### config.mk
export PLATFORM = sky130hd
export DESIGN_NAME = spi_arb_flat
export DESIGN_NICKNAME = d
export VERILOG_FILES = /design/src/rtl/spi_arb_if.sv /design/src/rtl/spi_arb.sv /design/src/flat_wrapper.sv
export SDC_FILE = /design/constraint.sdc
export NUM_CORES = 1
export LEC_CHECK = 0
export ABC_AREA = 0
export CAP_MARGIN = 0
export CELL_PAD_IN_SITES_DETAIL_PLACEMENT = 1
export CELL_PAD_IN_SITES_GLOBAL_PLACEMENT = 1
export CORE_UTILIZATION = 23
export DETAILED_ROUTE_END_ITERATION = 10
export PLACE_DENSITY = 0.65
export SYNTH_ARGS = -nofsm -noshare
export SYNTH_HDL_FRONTEND = slang
export SYNTH_SLANG_ARGS = --single-unit
### constraint.sdc
create_clock -name clk -period 1.48 [get_ports clk]
set_input_delay 0.37 -clock clk [delete_from_list [all_inputs] [get_ports clk]]
set_output_delay 0.37 -clock clk [all_outputs]
set_load 0.01 [all_outputs]
### src/rtl/spi_arb_if.sv
// Bundle of requester-side and SPI-monarch-side signals around the arbiter.
// The slave modport is the arbiter's view; master is the environment's view.
interface spi_arb_if;
    logic        req0;
    logic        req1;
    logic [15:0] cmd0;
    logic [15:0] cmd1;
    logic        ack0;
    logic        ack1;
    logic        err;
    logic [15:0] resp;
    logic        busy;
    logic        wrt;
    logic [15:0] cmd;
    logic        done;
    logic [15:0] rd_data;
    logic [1:0]  dbg_state;

    // Handshake: reqN is a level held until the one-cycle ackN; cmdN is stable
    // while reqN is high. The monarch gets a one-cycle wrt with cmd held, and
    // answers with a one-cycle done carrying rd_data.
    modport slave (
        input  req0, req1, cmd0, cmd1, done, rd_data,
        output ack0, ack1, err, resp, busy, wrt, cmd, dbg_state
    );

    modport master (
        output req0, req1, cmd0, cmd1, done, rd_data,
        input  ack0, ack1, err, resp, busy, wrt, cmd, dbg_state
    );
endinterface

### src/rtl/spi_arb.sv
// Round-robin arbiter sharing one SPI monarch between two requesters, with a
// watchdog that aborts transactions whose done never arrives.
module spi_arb #(
    parameter int TIMEOUT = 1024
) (
    input logic       clk,
    input logic       rst,
    spi_arb_if.slave  bus
);
    localparam int TW = (TIMEOUT > 1) ? $clog2(TIMEOUT) : 1;
    localparam logic [TW-1:0] TMAX = TW'(TIMEOUT - 1);

    typedef enum logic [1:0] {
        S_IDLE  = 2'd0,
        S_ISSUE = 2'd1,
        S_WAIT  = 2'd2,
        S_ACK   = 2'd3
    } state_e;

    state_e        state_q;
    logic          last_q;
    logic          owner_q;
    logic [TW-1:0] timer_q;
    logic          tmo_q;
    logic [15:0]   cmd_q;
    logic [15:0]   resp_q;
    logic          wrt_q;
    logic          ack0_q;
    logic          ack1_q;
    logic          err_q;
    logic          grant1;

    // Port 1 wins when alone, or when both ask and port 0 was served last.
    always_comb begin
        grant1 = bus.req1 && (!bus.req0 || !last_q);
    end

    // tmo_q marks that the final allowed WAIT cycle has been reached; the
    // abort is taken one cycle later so a done in that last cycle still wins.
    always_ff @(posedge clk) begin
        if (rst) begin
            state_q <= S_IDLE;
            last_q  <= 1'b1;
            owner_q <= 1'b0;
            timer_q <= '0;
            tmo_q   <= 1'b0;
            cmd_q   <= 16'h0000;
            resp_q  <= 16'h0000;
            wrt_q   <= 1'b0;
            ack0_q  <= 1'b0;
            ack1_q  <= 1'b0;
            err_q   <= 1'b0;
        end else begin
            wrt_q  <= 1'b0;
            ack0_q <= 1'b0;
            ack1_q <= 1'b0;
            err_q  <= 1'b0;
            case (state_q)
                S_IDLE: begin
                    if (bus.req0 || bus.req1) begin
                        owner_q <= grant1;
                        cmd_q   <= grant1 ? bus.cmd1 : bus.cmd0;
                        wrt_q   <= 1'b1;
                        state_q <= S_ISSUE;
                    end
                end
                S_ISSUE: begin
                    timer_q <= '0;
                    tmo_q   <= 1'b0;
                    state_q <= S_WAIT;
                end
                S_WAIT: begin
                    timer_q <= timer_q + 1'b1;
                    if (timer_q == TMAX) begin
                        tmo_q <= 1'b1;
                    end
                    if (bus.done) begin
                        resp_q  <= bus.rd_data;
                        err_q   <= 1'b0;
                        ack0_q  <= ~owner_q;
                        ack1_q  <= owner_q;
                        state_q <= S_ACK;
                    end else if (tmo_q) begin
                        resp_q  <= 16'h0000;
                        err_q   <= 1'b1;
                        ack0_q  <= ~owner_q;
                        ack1_q  <= owner_q;
                        state_q <= S_ACK;
                    end
                end
                S_ACK: begin
                    last_q  <= owner_q;
                    state_q <= S_IDLE;
                end
                default: state_q <= S_IDLE;
            endcase
        end
    end

    assign bus.busy      = (state_q != S_IDLE);
    assign bus.wrt       = wrt_q;
    assign bus.cmd       = cmd_q;
    assign bus.ack0      = ack0_q;
    assign bus.ack1      = ack1_q;
    assign bus.err       = err_q;
    assign bus.resp      = resp_q;
    assign bus.dbg_state = state_q;
endmodule
### src/flat_wrapper.sv
// flat-port wrapper written by rule: the top's interface ports become plain ports
module spi_arb_flat 
#(
    parameter int TIMEOUT = 1024
)
  (clk, rst, bus_req0, bus_req1, bus_cmd0, bus_cmd1, bus_done, bus_rd_data, bus_ack0, bus_ack1, bus_err, bus_resp, bus_busy, bus_wrt, bus_cmd, bus_dbg_state);
  spi_arb_if bus_i ();
  input logic clk;
  input logic rst;
  input wire logic [$bits(bus_i.req0)-1:0] bus_req0;
  input wire logic [$bits(bus_i.req1)-1:0] bus_req1;
  input wire logic [$bits(bus_i.cmd0)-1:0] bus_cmd0;
  input wire logic [$bits(bus_i.cmd1)-1:0] bus_cmd1;
  input wire logic [$bits(bus_i.done)-1:0] bus_done;
  input wire logic [$bits(bus_i.rd_data)-1:0] bus_rd_data;
  output wire logic [$bits(bus_i.ack0)-1:0] bus_ack0;
  output wire logic [$bits(bus_i.ack1)-1:0] bus_ack1;
  output wire logic [$bits(bus_i.err)-1:0] bus_err;
  output wire logic [$bits(bus_i.resp)-1:0] bus_resp;
  output wire logic [$bits(bus_i.busy)-1:0] bus_busy;
  output wire logic [$bits(bus_i.wrt)-1:0] bus_wrt;
  output wire logic [$bits(bus_i.cmd)-1:0] bus_cmd;
  output wire logic [$bits(bus_i.dbg_state)-1:0] bus_dbg_state;
  assign bus_i.req0 = bus_req0;
  assign bus_i.req1 = bus_req1;
  assign bus_i.cmd0 = bus_cmd0;
  assign bus_i.cmd1 = bus_cmd1;
  assign bus_i.done = bus_done;
  assign bus_i.rd_data = bus_rd_data;
  assign bus_ack0 = bus_i.ack0;
  assign bus_ack1 = bus_i.ack1;
  assign bus_err = bus_i.err;
  assign bus_resp = bus_i.resp;
  assign bus_busy = bus_i.busy;
  assign bus_wrt = bus_i.wrt;
  assign bus_cmd = bus_i.cmd;
  assign bus_dbg_state = bus_i.dbg_state;
  spi_arb #(.TIMEOUT(TIMEOUT)) u_core (.clk(clk), .rst(rst), .bus(bus_i));
endmodule
* After elaboration in Yosys (flattened, before gate mapping) *
Cells that the tools add are included.

storage, ports and cells
  register bits = 51
  output and inout bits = 39

cells by class
  add/sub/neg operators = 1
  eq/ne operators = 7
  multiplexer cells = 16
  bitwise gates (word level) = 3
  reduce and logical (&&, ||, !) cells = 16

operator list
  operator                 count
  $mux W16                 3
  $pmux W10 S2             1
  $add A10 B1 Y10 const B  1
  $eq A10 B10 Y1 const B   1
  $pmux W2 S4              1
  $reduce_and A2 Y1        4
  $mux W1                  7
  $mux W2                  3
  $reduce_bool A2 Y1       3
  $eq A2 B2 Y1 const B     2
  $ne A2 B1 Y1 const B     2
  $reduce_or A2 Y1         2
  $ne A3 B2 Y1 const B     1
  $not A1 Y1               3
  $reduce_or A3 Y1         1
  $eq A2 B1 Y1 const B     1
  $logic_not A1 Y1         2
  $logic_not A2 Y1         1
  $logic_or A1 B1 Y1       2
  $pmux W1 S2              1
  $logic_and A1 B1 Y1      1

* Logic depth before layout (Yosys ltp) *
Gate-level depths: netlist (run 1).

  depth in word-level cells = 4
  mapped depth = 8

* Worst setup path before layout (run 1) *
OpenSTA, ideal clock, no wires.

  path type = register -> register
  start point = reg u_core.state_q[0] (netlist: u_core.bus.dbg_state[0])
  end point = reg u_core.timer_q[8]
  arrival = 1636 ps
  data required time = 1408 ps
  path slack = -227 ps
  cell stages (with the launch flop) = 7
  period minus slack after synthesis = 1707 ps
  path through = dfxtp_1 > inv_1 > ha_1 > buf_2 > nand3_1 > or4b_1 > a21oi_1

on the way
  longest elaborated chain between the ends = 2

RTL lines
  element                                                    line           text
  start: declaration                                         spi_arb.sv:20  state_e state_q;
  start signal: assignment                                   spi_arb.sv:42  state_q <= S_IDLE;
  start signal: assignment                                   spi_arb.sv:64  state_q <= S_ISSUE;
  start signal: assignment                                   spi_arb.sv:70  state_q <= S_WAIT;
  $eq A2 B2 Y1 / $eq A2 B1 Y1 (equally long branches)        spi_arb.sv:58  case (state_q)
  $pmux W10 S2 / $reduce_bool A2 Y1 (equally long branches)  -
  end signal: assignment                                     spi_arb.sv:73  timer_q <= timer_q + 1'b1;
  end: declaration                                           spi_arb.sv:23  logic [TW-1:0] timer_q;

Parallel ways exist; a longest one is shown, timed or not.
A chain may end at the register's enable or synchronous reset.

* Worst setup path in the final report (run 1) *
Ends and elaborated chain as after synthesis.

==> reports/metrics.csv, run 1 <==
stage;metric;value;unit
timing;relative slew slack;78.5;%
pwr;PwrDens;1400;nW/µm²
place;PortBufs;91;
grt;vias in the first global route;2300;
clocking;Clock Tree Buf Depth;2;
grt;GRT Residual Overflow;0;
synthesis;Synth Warn #;0;
worst_setup_path;Slowest cell on crit path;or4b_4;
timing;Max Clock Skew;0.00458;ns
pwr;combinational fraction of design power;43.2;%
synthesis;net count after synthesis;296;
worst_setup_path;crit end category;flip-flop;
worst_setup_path;Critical Path Max Stage Delay;0.50;ns
final_layout;commonest non-fill, non-tap cell in the layout;clkdlybuf4s50_1;
worst_setup_path;Worst Path Max Fanout;5;
grt;initial antenna violation count;0;
floorplan;die width;96.7;µm
pwr;Internal Pwr Total;3.35;mW
final_layout;Finished Core Util;40.9;%
floorplan;I/O pin count;92;
clocking;CTS tree;built;
pwr;leakage power;1.50;nW
status;failing checks;negative setup slack;
worst_setup_path;worst path arrival time;1.73;ns
route;vias;2189;
timing;RSZ-0062 raised after global routing;true;
grt;first-pass GRT wire length;10800;µm
worst_setup_path;CP startpoint kind;flip-flop;
timing;Setup-failing EPs final;1;
worst_setup_path;worst path cell trace;inv_4 > ha_4 > nand3_2 > or4b_4 > a21oi_2;
pwr;Reg power frac;35.3;%
timing;Tcrit/Tclk final;100;%
synthesis;predominant post-synthesis flop cell;dfxtp_1;
synthesis;#FFs+latches synth;51;
synthesis;mapped cell area;2060;µm²
synthesis;register area share after synthesis;49.5;%
synthesis;asr flop ratio synth;0;%
route;antenna-violating nets left;0;
clocking;clock transition at the registers of the reported paths;0.09;ns
worst_hold_path;HP Class;flip-flop to flip-flop;
place;post-DP HPWL;4870;µm
timing;Final min period;1.48;ns
clocking;TritonCTS Sinks;51;
clocking;CTS buffer count;5;
pwr;Power Total;4.99;mW
timing;final worst slack;-0.00357;ns
timing;Fmax;0.674;GHz
place;area post-placement;3350;µm²
final_layout;diode count;0;
floorplan;Initial Utilization;23.7;%
synthesis;post-synth cell types;34;
pwr;Sw Pwr;1.64;mW
clocking;clk_lat worst skew;0.30;ns
timing;Max Slew Vio Count;0;
worst_setup_path;crit path kind;flip-flop to flip-flop;
clocking;H-Tree Depth;2;
final_layout;area grow syn2layout;72.8;%
final_layout;post-route cell area;3570;µm²
place;Inst Count DP;452;
final_layout;Final Non-Filler Cells;462;
route;Routed WL per cell;14.8;µm
route;DR iter-0 viols;29;
route;first drt pass iteration count;4;
floorplan;core area;8720;µm²
synthesis;EDFF count, synth;0;
clocking;CTS root buffer;clkbuf_8;
final_layout;commonest non-fill, non-tap cells in the layout;clkdlybuf4s50_1, dfxtp_1, nand2_1;
synthesis;Post-Syn Instances;237;
final_layout;Fillers;1025;
final_layout;share of cells above drive strength 1;19.2;%
route;DRC viols;0;
floorplan;Die H;96.7;µm
status;outcome;complete, but fails checks;
route;vias per cell;4.74;
route;Routed WL;6840;µm
floorplan;full die area;9350;µm²
pwr;Switching Share;32.8;%
final_layout;Final #Nets;412;
pwr;Max VDD drop;466;µV
timing;Final Hold Viols;0;
worst_setup_path;Worst Path Required;1.72;ns
place;GP Congestion;0.709;
flow_run;max-cap violations;0;
grt;largest net degree at the start of global routing;33;
grt;Total GRT Usage;14.2;%
synthesis;Synth Area per Inst;8.71;µm²
pwr;Clock Power Share;21.6;%
timing;Slew @ Worst Pin;0.323;ns
floorplan;row count;34;
==> registers in the layout, indices dropped and copies added (netlist names) <==
name                  cells
u_core.last_q             1
u_core.bus.ack0           1
u_core.bus.err            1
u_core.tmo_q              1
u_core.timer_q           10
u_core.bus.cmd           16
u_core.bus.ack1           1
u_core.bus.resp          16
u_core.bus.wrt            1
u_core.bus.dbg_state      2
u_core.owner_q            1
==> layout make-up <==
type / count / area [µm²] / area share [%]
tap: 108 / 135 / 3.79
clock buffer: 7 / 97.6 / 2.74
timing repair buffer: 123 / 1190 / 33.3
inverter: 8 / 32.5 / 0.912
sequential: 51 / 1030 / 28.8
clock inverter: 1 / 30.0 / 0.842
multi-input combinational: 164 / 1050 / 29.5
==> worst max-delay path: cells and delay by family (launching register included) <==
kind	cells	cell delay [ns]
AND/OR/NAND/NOR	2	0.59
adder cells (fa/ha/maj)	1	0.30
buffers and inverters	1	0.04
AO/OA/AOI/OAI	1	0.13
flip-flops	1	0.37
==> synth_stat cells, types with 2 or more instances <==
library cell	count	area, µm²
a21oi_1	10	50.1
a22oi_1	17	128
a31oi_1	16	100
buf_1	3	11.3
buf_2	5	25.0
clkbuf_1	6	22.5
dfxtp_1	51	1020
ha_1	6	75.1
inv_1	8	30.0
nand2_1	38	143
nand3_1	4	20.0
nand4_1	3	18.8
nor2_1	21	78.8
o21ai_0	22	110
o21ai_1	2	10.0
or3_1	3	18.8
or3_2	2	15.0
or3b_2	2	17.5
xor2_1	3	26.3
==> final timing paths <==
| kind | startpoint | endpoint | slack, ns | cells after the start |
|---|---|---|---|---|
| hold reg to reg | u_core.timer_q[9] | u_core.timer_q[9] | 0.50 | 2 |
| setup reg to reg | u_core.bus.dbg_state[0] | u_core.timer_q[8] | -0.004 | 5 |
| setup / recovery | u_core.bus.dbg_state[0] | u_core.timer_q[8] | -0.004 | 5 |
| hold / removal | u_core.timer_q[9] | u_core.timer_q[9] | 0.50 | 2 |
==> cell families after synthesis <==
family,synth area share (%)
DFF,49.5
AOI/OAI and AO/OA,21.8
xor gates and xnor gates,1.27
muxes,0.485
and+or+nand+nor,19.0
buffers and inverters,4.31
adders and majority gates,3.64
==> per-stage QoR <==
stage               hold slack [ns]  setup TNS [ns]  setup slack (ns)
floorplan                     0.440         -0.0534           -0.0441
global placement              0.474           -4.73            -0.216
detailed placement            0.485           -6.11            -0.231
CTS                           0.506         -0.0408           -0.0406
global route                  0.546         -0.0490           -0.0383
finish                        0.502        -0.00357          -0.00357
==> metal layers <==
metal / vias up / track usage, % / share of wire [%]
met5: - / 0 / 0
met4: 0 / 4.13 / 1.1
met3: 8 / 3.61 / 5.1
met2: 52 / 25.9 / 51
met1: 1060 / 16.1 / 43
li1: 1069 / - / -
==> power by group through the flow <==
stage	clock, mW	combinational, mW	sequential (mW)
6_report	1.08	2.16	1.76
2_1_floorplan	0	0.762	1.90
4_1_cts	1.12	2.07	1.75
5_1_grt	1.16	2.36	1.79
3_3_place_gp	0	2.06	1.78
3_5_place_dp	0	2.11	1.79
==> repair_timing <==
item	in CTS	in global routing
hold buffers	0	0
gates resized for setup	47	22
gates cloned	0	1
setup endpoints to repair	66	31
pin swaps	2	5
setup buffers	1	0
Power figures use the tool's default switching activity.
==> inputs of run 2 (changes only) <==
--- a/config.mk
+++ b/config.mk
@@ -15,3 +15,4 @@
 export SYNTH_ARGS = -nofsm -noshare
 export SYNTH_HDL_FRONTEND = slang
 export SYNTH_SLANG_ARGS = --single-unit
+export TNS_END_PERCENT = 100
==> results of run 2 <==
Same layout as run 1: the final DEF is identical, and so are final timing and power.
